**config.mk**
```make
export PLATFORM = sky130hd
export DESIGN_NAME = mem_bus_arbiter_flat
export DESIGN_NICKNAME = d
export VERILOG_FILES = /design/src/rtl/mem_bus_arbiter_pkg.sv /design/src/rtl/mem_bus_arbiter_if.sv /design/src/rtl/mem_bus_arbiter_bus_watchdog.sv /design/src/rtl/mem_bus_arbiter.sv /design/src/flat_wrapper.sv
export SDC_FILE = /design/constraint.sdc
export NUM_CORES = 1
export LEC_CHECK = 0
export BUFFER_PORTS_ARGS = -buffer_cell sky130_fd_sc_hd__buf_2
export CAP_MARGIN = 40
export CORE_AREA = 4 4 133 135
export CTS_BUF_LIST = sky130_fd_sc_hd__clkbuf_8
export DETAILED_ROUTE_END_ITERATION = 8
export DIE_AREA = 0 0 137 139
export RECOVER_POWER = 50
export SKIP_LAST_GASP = 1
export SLEW_MARGIN = 20
export SYNTH_ARGS = -nofsm -noshare
export SYNTH_HDL_FRONTEND = slang
export SYNTH_SLANG_ARGS = --single-unit
```
**constraint.sdc**
```tcl
create_clock -name clk -period 1.4 [get_ports clk]
set_input_delay 0.07 -clock clk [delete_from_list [all_inputs] [get_ports clk]]
set_output_delay 0.07 -clock clk [all_outputs]
set_load 0.02 [all_outputs]
```
**src/rtl/mem_bus_arbiter_pkg.sv**
```systemverilog
// Shared widths, FSM encodings and request payload type for the two-master memory bus arbiter.
package mem_bus_arbiter_pkg;

    localparam int unsigned ADDR_W = 32;
    localparam int unsigned DATA_W = 32;
    localparam int unsigned STRB_W = 4;
    localparam int unsigned CNT_W  = 8;

    localparam logic [1:0] ST_IDLE = 2'd0;
    localparam logic [1:0] ST_BUSY = 2'd1;
    localparam logic [1:0] ST_ERR  = 2'd2;

    localparam logic [DATA_W-1:0] ERR_RDATA_DEFAULT = 32'hDEAD_BEEF;

    typedef struct packed {
        logic              instr;
        logic [ADDR_W-1:0] addr;
        logic [DATA_W-1:0] wdata;
        logic [STRB_W-1:0] wstrb;
    } mem_req_t;

    function automatic mem_req_t pick_req(input logic sel, input mem_req_t r0, input mem_req_t r1);
        return sel ? r1 : r0;
    endfunction

endpackage

```
**src/rtl/mem_bus_arbiter_if.sv**
```systemverilog
// picorv32-style native memory bus: request fields from the master, ready/rdata back from the slave.
interface mem_bus_arbiter_if;
    import mem_bus_arbiter_pkg::*;

    logic              valid;
    logic              instr;
    logic [ADDR_W-1:0] addr;
    logic [DATA_W-1:0] wdata;
    logic [STRB_W-1:0] wstrb;
    logic              ready;
    logic [DATA_W-1:0] rdata;

    modport master (output valid, instr, addr, wdata, wstrb, input ready, rdata);
    modport slave  (input valid, instr, addr, wdata, wstrb, output ready, rdata);

endinterface

```
**src/rtl/mem_bus_arbiter_bus_watchdog.sv**
```systemverilog
// Counts stalled BUSY cycles; flags expiry on the last allowed cycle so the arbiter can force completion.
module mem_bus_arbiter_bus_watchdog
    import mem_bus_arbiter_pkg::*;
#(
    parameter int unsigned TIMEOUT = 16
) (
    input  logic clk,
    input  logic reset,
    input  logic i_clear,
    input  logic i_enable,
    output logic o_expire_c
);

    logic [CNT_W-1:0] r_cnt;

    assign o_expire_c = i_enable && (r_cnt == CNT_W'(TIMEOUT - 1));

    // Counter restarts from zero on expiry so the following ERR cycle sees a clean count.
    always_ff @(posedge clk) begin
        if (reset || i_clear) begin
            r_cnt <= '0;
        end else if (i_enable) begin
            r_cnt <= o_expire_c ? '0 : r_cnt + CNT_W'(1);
        end
    end

endmodule

```
**src/rtl/mem_bus_arbiter.sv**
```systemverilog
// Round-robin arbiter sharing one native memory bus between CPU (M0) and DMA/debug (M1),
// with a watchdog that completes hung accesses with an error word and logs the first failing address.
module mem_bus_arbiter
    import mem_bus_arbiter_pkg::*;
#(
    parameter int unsigned       TIMEOUT   = 16,
    parameter logic [DATA_W-1:0] ERR_RDATA = ERR_RDATA_DEFAULT
) (
    input  logic              clk,
    input  logic              reset,
    mem_bus_arbiter_if.slave  m0_bus,
    mem_bus_arbiter_if.slave  m1_bus,
    mem_bus_arbiter_if.master s_bus,
    output logic              o_grant_id,
    output logic              o_busy,
    output logic              o_bus_err,
    output logic [ADDR_W-1:0] o_err_addr,
    input  logic              i_bus_err_clr
);

    logic [1:0]        r_state;
    logic              r_grant_id;
    logic              r_last_grant;
    logic              r_bus_err;
    logic [ADDR_W-1:0] r_err_addr;

    logic [1:0]        w_next_state;
    logic              w_s_valid;
    logic              w_done;
    logic              w_err_cycle;
    logic              w_req_any;
    logic              w_req_both;
    logic              w_winner;
    logic              w_wd_en;
    logic              w_wd_expire;
    logic              w_m_ready;
    logic [DATA_W-1:0] w_m_rdata;
    logic              w_m0_ready;
    logic              w_m1_ready;
    mem_req_t          w_req0;
    mem_req_t          w_req1;
    mem_req_t          w_sel_req;

    assign w_req_any  = m0_bus.valid | m1_bus.valid;
    assign w_req_both = m0_bus.valid & m1_bus.valid;
    assign w_winner   = w_req_both ? ~r_last_grant : m1_bus.valid;

    assign w_req0 = '{instr: m0_bus.instr, addr: m0_bus.addr, wdata: m0_bus.wdata, wstrb: m0_bus.wstrb};
    assign w_req1 = '{instr: m1_bus.instr, addr: m1_bus.addr, wdata: m1_bus.wdata, wstrb: m1_bus.wstrb};
    assign w_sel_req = pick_req(r_grant_id, w_req0, w_req1);

    assign w_wd_en = (r_state == ST_BUSY) && !s_bus.ready;

    mem_bus_arbiter_bus_watchdog #(
        .TIMEOUT (TIMEOUT)
    ) u_watchdog (
        .clk        (clk),
        .reset      (reset),
        .i_clear    (~w_wd_en),
        .i_enable   (w_wd_en),
        .o_expire_c (w_wd_expire)
    );

    always_ff @(posedge clk) begin
        if (reset) begin
            r_state <= ST_IDLE;
        end else begin
            r_state <= w_next_state;
        end
    end

    always_comb begin
        w_next_state = r_state;
        w_s_valid    = 1'b0;
        w_done       = 1'b0;
        w_err_cycle  = 1'b0;
        case (r_state)
            ST_IDLE: begin
                if (w_req_any) begin
                    w_next_state = ST_BUSY;
                end
            end
            ST_BUSY: begin
                w_s_valid = 1'b1;
                if (s_bus.ready) begin
                    w_done       = 1'b1;
                    w_next_state = ST_IDLE;
                end else if (w_wd_expire) begin
                    w_next_state = ST_ERR;
                end
            end
            ST_ERR: begin
                w_err_cycle  = 1'b1;
                w_next_state = ST_IDLE;
            end
            default: begin
                w_next_state = ST_IDLE;
            end
        endcase
    end

    // Completion is suppressed while reset is asserted so an aborted access never reports back.
    assign w_m_ready  = (w_done | w_err_cycle) & ~reset;
    assign w_m_rdata  = w_err_cycle ? ERR_RDATA : s_bus.rdata;
    assign w_m0_ready = w_m_ready & ~r_grant_id;
    assign w_m1_ready = w_m_ready &  r_grant_id;

    assign m0_bus.ready = w_m0_ready;
    assign m0_bus.rdata = w_m0_ready ? w_m_rdata : '0;
    assign m1_bus.ready = w_m1_ready;
    assign m1_bus.rdata = w_m1_ready ? w_m_rdata : '0;

    assign s_bus.valid = w_s_valid;
    assign s_bus.instr = w_sel_req.instr;
    assign s_bus.addr  = w_sel_req.addr;
    assign s_bus.wdata = w_sel_req.wdata;
    assign s_bus.wstrb = w_sel_req.wstrb;

    // Grant bookkeeping and sticky error log; an error in the clear cycle takes priority.
    always_ff @(posedge clk) begin
        if (reset) begin
            r_grant_id   <= 1'b0;
            r_last_grant <= 1'b1;
            r_bus_err    <= 1'b0;
            r_err_addr   <= '0;
        end else begin
            if ((r_state == ST_IDLE) && w_req_any) begin
                r_grant_id <= w_winner;
                if (w_req_both) begin
                    r_last_grant <= w_winner;
                end
            end
            if (w_err_cycle) begin
                r_bus_err <= 1'b1;
                if (!r_bus_err || i_bus_err_clr) begin
                    r_err_addr <= w_sel_req.addr;
                end
            end else if (i_bus_err_clr) begin
                r_bus_err  <= 1'b0;
                r_err_addr <= '0;
            end
        end
    end

    assign o_grant_id = r_grant_id;
    assign o_busy     = (r_state != ST_IDLE);
    assign o_bus_err  = r_bus_err;
    assign o_err_addr = r_err_addr;

endmodule

```
**src/flat_wrapper.sv**
```systemverilog
// flat-port wrapper written by rule: the top's interface ports become plain ports
module mem_bus_arbiter_flat import mem_bus_arbiter_pkg::*;
#(
    parameter int unsigned       TIMEOUT   = 16,
    parameter logic [DATA_W-1:0] ERR_RDATA = ERR_RDATA_DEFAULT
)
  (clk, reset, o_grant_id, o_busy, o_bus_err, o_err_addr, i_bus_err_clr, m0_bus_valid, m0_bus_instr, m0_bus_addr, m0_bus_wdata, m0_bus_wstrb, m0_bus_ready, m0_bus_rdata, m1_bus_valid, m1_bus_instr, m1_bus_addr, m1_bus_wdata, m1_bus_wstrb, m1_bus_ready, m1_bus_rdata, s_bus_valid, s_bus_instr, s_bus_addr, s_bus_wdata, s_bus_wstrb, s_bus_ready, s_bus_rdata);
  mem_bus_arbiter_if m0_bus_i ();
  mem_bus_arbiter_if m1_bus_i ();
  mem_bus_arbiter_if s_bus_i ();
  input  logic clk;
  input  logic reset;
  output logic o_grant_id;
  output logic o_busy;
  output logic o_bus_err;
  output logic [ADDR_W-1:0] o_err_addr;
  input  logic i_bus_err_clr;
  input wire logic [$bits(m0_bus_i.valid)-1:0] m0_bus_valid;
  input wire logic [$bits(m0_bus_i.instr)-1:0] m0_bus_instr;
  input wire logic [$bits(m0_bus_i.addr)-1:0] m0_bus_addr;
  input wire logic [$bits(m0_bus_i.wdata)-1:0] m0_bus_wdata;
  input wire logic [$bits(m0_bus_i.wstrb)-1:0] m0_bus_wstrb;
  output wire logic [$bits(m0_bus_i.ready)-1:0] m0_bus_ready;
  output wire logic [$bits(m0_bus_i.rdata)-1:0] m0_bus_rdata;
  input wire logic [$bits(m1_bus_i.valid)-1:0] m1_bus_valid;
  input wire logic [$bits(m1_bus_i.instr)-1:0] m1_bus_instr;
  input wire logic [$bits(m1_bus_i.addr)-1:0] m1_bus_addr;
  input wire logic [$bits(m1_bus_i.wdata)-1:0] m1_bus_wdata;
  input wire logic [$bits(m1_bus_i.wstrb)-1:0] m1_bus_wstrb;
  output wire logic [$bits(m1_bus_i.ready)-1:0] m1_bus_ready;
  output wire logic [$bits(m1_bus_i.rdata)-1:0] m1_bus_rdata;
  output wire logic [$bits(s_bus_i.valid)-1:0] s_bus_valid;
  output wire logic [$bits(s_bus_i.instr)-1:0] s_bus_instr;
  output wire logic [$bits(s_bus_i.addr)-1:0] s_bus_addr;
  output wire logic [$bits(s_bus_i.wdata)-1:0] s_bus_wdata;
  output wire logic [$bits(s_bus_i.wstrb)-1:0] s_bus_wstrb;
  input wire logic [$bits(s_bus_i.ready)-1:0] s_bus_ready;
  input wire logic [$bits(s_bus_i.rdata)-1:0] s_bus_rdata;
  assign m0_bus_i.valid = m0_bus_valid;
  assign m0_bus_i.instr = m0_bus_instr;
  assign m0_bus_i.addr = m0_bus_addr;
  assign m0_bus_i.wdata = m0_bus_wdata;
  assign m0_bus_i.wstrb = m0_bus_wstrb;
  assign m0_bus_ready = m0_bus_i.ready;
  assign m0_bus_rdata = m0_bus_i.rdata;
  assign m1_bus_i.valid = m1_bus_valid;
  assign m1_bus_i.instr = m1_bus_instr;
  assign m1_bus_i.addr = m1_bus_addr;
  assign m1_bus_i.wdata = m1_bus_wdata;
  assign m1_bus_i.wstrb = m1_bus_wstrb;
  assign m1_bus_ready = m1_bus_i.ready;
  assign m1_bus_rdata = m1_bus_i.rdata;
  assign s_bus_valid = s_bus_i.valid;
  assign s_bus_instr = s_bus_i.instr;
  assign s_bus_addr = s_bus_i.addr;
  assign s_bus_wdata = s_bus_i.wdata;
  assign s_bus_wstrb = s_bus_i.wstrb;
  assign s_bus_i.ready = s_bus_ready;
  assign s_bus_i.rdata = s_bus_rdata;
  mem_bus_arbiter #(.TIMEOUT(TIMEOUT), .ERR_RDATA(ERR_RDATA)) u_core (.clk(clk), .reset(reset), .m0_bus(m0_bus_i), .m1_bus(m1_bus_i), .s_bus(s_bus_i), .o_grant_id(o_grant_id), .o_busy(o_busy), .o_bus_err(o_bus_err), .o_err_addr(o_err_addr), .i_bus_err_clr(i_bus_err_clr));
endmodule
```
==> results.py <==
metrics = {
    "worst_setup_path": {
        "crit_family": "buffers and inverters",
        "r2r_start": "u_core.o_grant_id",
        "timing.rr.end": "u_core.o_err_addr[25]",
        "crit_path_cell_trace": "and3b_2, o211ai_4, buf_12, buf_12, nor2_1, buf_4",
        "rrSetupSlack_ns": -0.05,
        "start_kind": "flip-flop",
        "crit_type": "flip-flop to output pin",
        "cp_common_cell": "buf_12",
        "reg2reg_depth": 7,
        "critPathBufInv": 3,
        "cp-end-kind": "output pin",
        "required_ns": 1.33,
        "critPathArrivalTime_ns": 1.63,
        "crit_fanout": 8,
        "max_stage_delay_ns": 0.36,
        "slowest_stage": "dfxtp_2",
    },
    "placement": {
        "port_buffers": 346,
        "placed_area_sq_mm": 0.00533,
        "place_congestion": 0.911,
        "dp_slack_ns": -0.0549,
        "dp_cells": 960,
        "hpwl_mm": 13.8,
    },
    "synthesis": {
        "netlist_instances": 403,
        "ys_ff_latch": 45,
        "syn_area_sq_mm": 0.00326,
        "syn_area_per_cell_sq_um": 8.09,
        "synth_top_area_share": 0.276,
        "synth.area.top_cells": "dfxtp_1 28%, mux2_2 24%, nor2_1 11%, o211ai_1 7.4%, a21oi_1 6.0%",
        "synth_seq_area_share": 0.276,
        "synth_cell_types": 37,
        "yosys_warnings": 0,
        "synth_top_area_cell": "dfxtp_1",
        "synth_nets": 580,
    },
    "route": {
        "drtIter0Drc": 233,
        "viasPerCell": 4.74,
        "firstDrtPassIters": 4,
        "wl_per_cell_microns": 19.8,
        "vias": 4820,
        "antenna_left": 0,
        "drc_errors": 0,
        "wl_mm": 20.1,
    },
    "finish": {
        "final_cells": 1016,
        "final_cell_area_sq_mm": 0.00727,
        "fin_util": 0.441,
        "area_growth_pct": 123,
        "nNetsFinal": 971,
        "drive_gt1_frac": 0.684,
    },
    "pwr": {
        "power_frac_seq": 0.308,
        "net-switching-power_mw": 1.44,
        "p_int_mw": 2.77,
        "clkPwrFrac": 0.199,
        "vdd_ir_drop_max_uv": 343,
        "p_comb_frac": 0.492,
        "switching_share": 0.342,
        "pwr_density_cell_mw_per_mm2": 579,
        "leakagePower_nw": 3.42,
    },
    "status": {
        "status": "finished, violations left",
        "violations": "setup timing",
    },
    "hold_path": {
        "min_path_cells": 3,
        "min_to": "u_core.o_grant_id",
        "min-delay-start": "m1_bus_valid",
        "min_path_type": "primary input to flip-flop",
    },
    "global_route": {
        "grt_usage": 0.176,
        "grt_pass1_vias": 4460,
        "met2_usage": 0.314,
        "antenna_found_initial": 1,
        "grt_pass1_wl_mm": 25.9,
        "grt_overflow": 0,
        "use_met1": 0.205,
        "grtUsageMet3": 0.0454,
        "grt_max_degree": 34,
        "grt_busiest_layer": "met2",
    },
    "timing": {
        "max_slew_margin": 0.737,
        "fin_ws_ns": -0.298,
        "finalCritPeriodShare": 1.21,
        "hold_viol": 0,
        "finClkSkew_ns": 0.0113,
        "hold_ws_ns": 0.0327,
        "rsz0062_at_grt": "yes",
        "setup_viol": 144,
        "worstMarginPinSlew_ns": 0.394,
        "slew_violations": 0,
        "period_minus_slack_ns": 1.70,
        "max_freq_mhz": 589,
    },
    "clock_network": {
        "clkSinkCount": 45,
        "worstSkewPairLatency_ns": 0.31,
        "htree_levels": 2,
        "cts_made_buffers": 5,
        "cts-root-buf": "clkbuf_8",
        "cts_hold_buffers": 0,
        "clk_path_buf_depth": 2,
        "cts_tree": "yes",
        "path_clk_slew_ns": 0.09,
    },
    "die": {
        "rows": 47,
        "fp.dieH_microns": 139,
        "initial_core_util": 0.198,
        "core-area_sq_mm": 0.0165,
        "fp.dieArea_sq_mm": 0.0190,
        "die_w_microns": 137,
        "io_pins": 347,
    },
    "flow_run": {
        "drv_cap": 0,
    },
}
==> power by group through the flow <==
| stage | Combinational [mW] | Clock [mW] | Sequential [mW] |
|---|---|---|---|
| finish | 2.07 | 0.838 | 1.30 |
| detailed placement | 1.30 | 0 | 1.34 |
| global placement | 1.30 | 0 | 1.34 |
| floorplan | 0.714 | 0 | 1.33 |
| global route | 2.16 | 0.922 | 1.30 |
| CTS | 1.84 | 0.877 | 1.30 |
==> logic make-up after synthesis <==
group,count (synthesis),synth area share
compound gates,83,0.166
xor+xnor,1,0.00269
fa+ha+maj,1,0.00384
buf+inv,46,0.0883
flops,45,0.276
mux,69,0.238
simple gates,158,0.225
==> routing by layer <==
layer,wire (microns),vias to the layer above,part of all wire
li1,-,2204,-
met5,0,-,0
met4,416,0,0.021
met1,7620,2344,0.38
met3,1680,27,0.083
met2,10400,245,0.52
==> cells in the final DEF (no fill, tap or decap), types with 2 or more instances in the layout <==
cell type | Yosys | final
buf_2 | 7 | 202
buf_6 | 9 | 126
mux2_4 | 0 | 66
nor2_1 | 92 | 56
dfxtp_1 | 45 | 42
buf_4 | 10 | 40
o211ai_1 | 32 | 32
clkbuf_1 | 13 | 31
a21oi_1 | 39 | 30
nand3_1 | 34 | 21
nor2_4 | 0 | 20
nor2_2 | 0 | 16
buf_12 | 0 | 16
nand2_1 | 13 | 13
nand3_2 | 0 | 13
a21oi_2 | 0 | 9
o21ai_0 | 5 | 5
clkbuf_8 | 0 | 5
buf_8 | 0 | 5
inv_1 | 4 | 4
mux2_2 | 69 | 3
clkbuf_16 | 0 | 3
o211ai_4 | 2 | 2
inv_2 | 2 | 2
or4_4 | 1 | 2
or3_1 | 2 | 2
nand3b_4 | 2 | 2
o31ai_1 | 2 | 2
clkinv_4 | 0 | 2
dfxtp_2 | 0 | 2
==> synthesized netlist by cell type, drive strengths merged <==
cell type / n
nor2: 92
mux2: 69
dfxtp: 45
a21oi: 39
nand3: 34
o211ai: 34
buf: 26
clkbuf: 14
nand2: 13
inv: 6
o21ai: 6
nand3b: 3
or4: 3
nand2b: 2
o31ai: 2
or3: 2
a21o: 1
a31oi: 1
and2: 1
and2b: 1
and3b: 1
and4: 1
ha: 1
nand4: 1
nor2b: 1
nor3: 1
nor4b: 1
or3b: 1
xnor2: 1
==> cell type report <==
| class | instances | area [sq um] |
|---|---|---|
| Antenna cell | 1 | 2.50 |
| Clock buffer | 5 | 68.8 |
| Tap cell | 220 | 275 |
| Inverter | 6 | 22.5 |
| Clock inverter | 3 | 22.5 |
| Fill cell | 1576 | 9200 |
| Multi-Input combinational cell | 312 | 2630 |
| Timing Repair Buffer | 424 | 3340 |
| Sequential cell | 45 | 907 |
==> metrics by stage <==
step / total power [mW] / TNS (ns)
after floorplan: 2.04 / 0
after global placement: 2.64 / -0.0878
after detailed placement: 2.64 / -0.677
after CTS: 4.01 / -27.71
after global routing: 4.38 / -36.55
final: 4.21 / -29.36
==> flip-flops by register name, summed over array words and instances (netlist names) <==
name                     flops
u_core.o_bus_err             1
u_core.o_err_addr           32
u_core.o_grant_id            1
u_core.r_last_grant          1
u_core.r_state               2
u_core.u_watchdog.r_cnt      8
==> repair_timing <==
item	in CTS	in global routing
buffers inserted	27	27
gates resized for setup	225	205
setup endpoints to repair	143	173
pin swaps	5	17
gates cloned	5	4
==> tightest hold or removal path: stages <==
cell,delay [ns]
buf_2,0.12
nand3_1,0.06
a21oi_1,0.05
==> worst max path at each step <==
stage | start | endpoint | slack [ns] | cells after the start
floorplan | u_core.o_grant_id | u_core.o_err_addr[21] | 0.02 | 5
global placement | u_core.r_state[1] | m1_bus_rdata[13] | -0.02 | 5
detailed placement | u_core.r_state[1] | m1_bus_rdata[13] | -0.05 | 5
CTS | u_core.r_state[1] | m0_bus_rdata[22] | -0.30 | 6
global route | u_core.r_state[1] | m1_bus_rdata[1] | -0.37 | 5
finish | u_core.r_state[1] | m0_bus_rdata[6] | -0.30 | 6
Note: power is estimated with default switching activity, not from simulation.
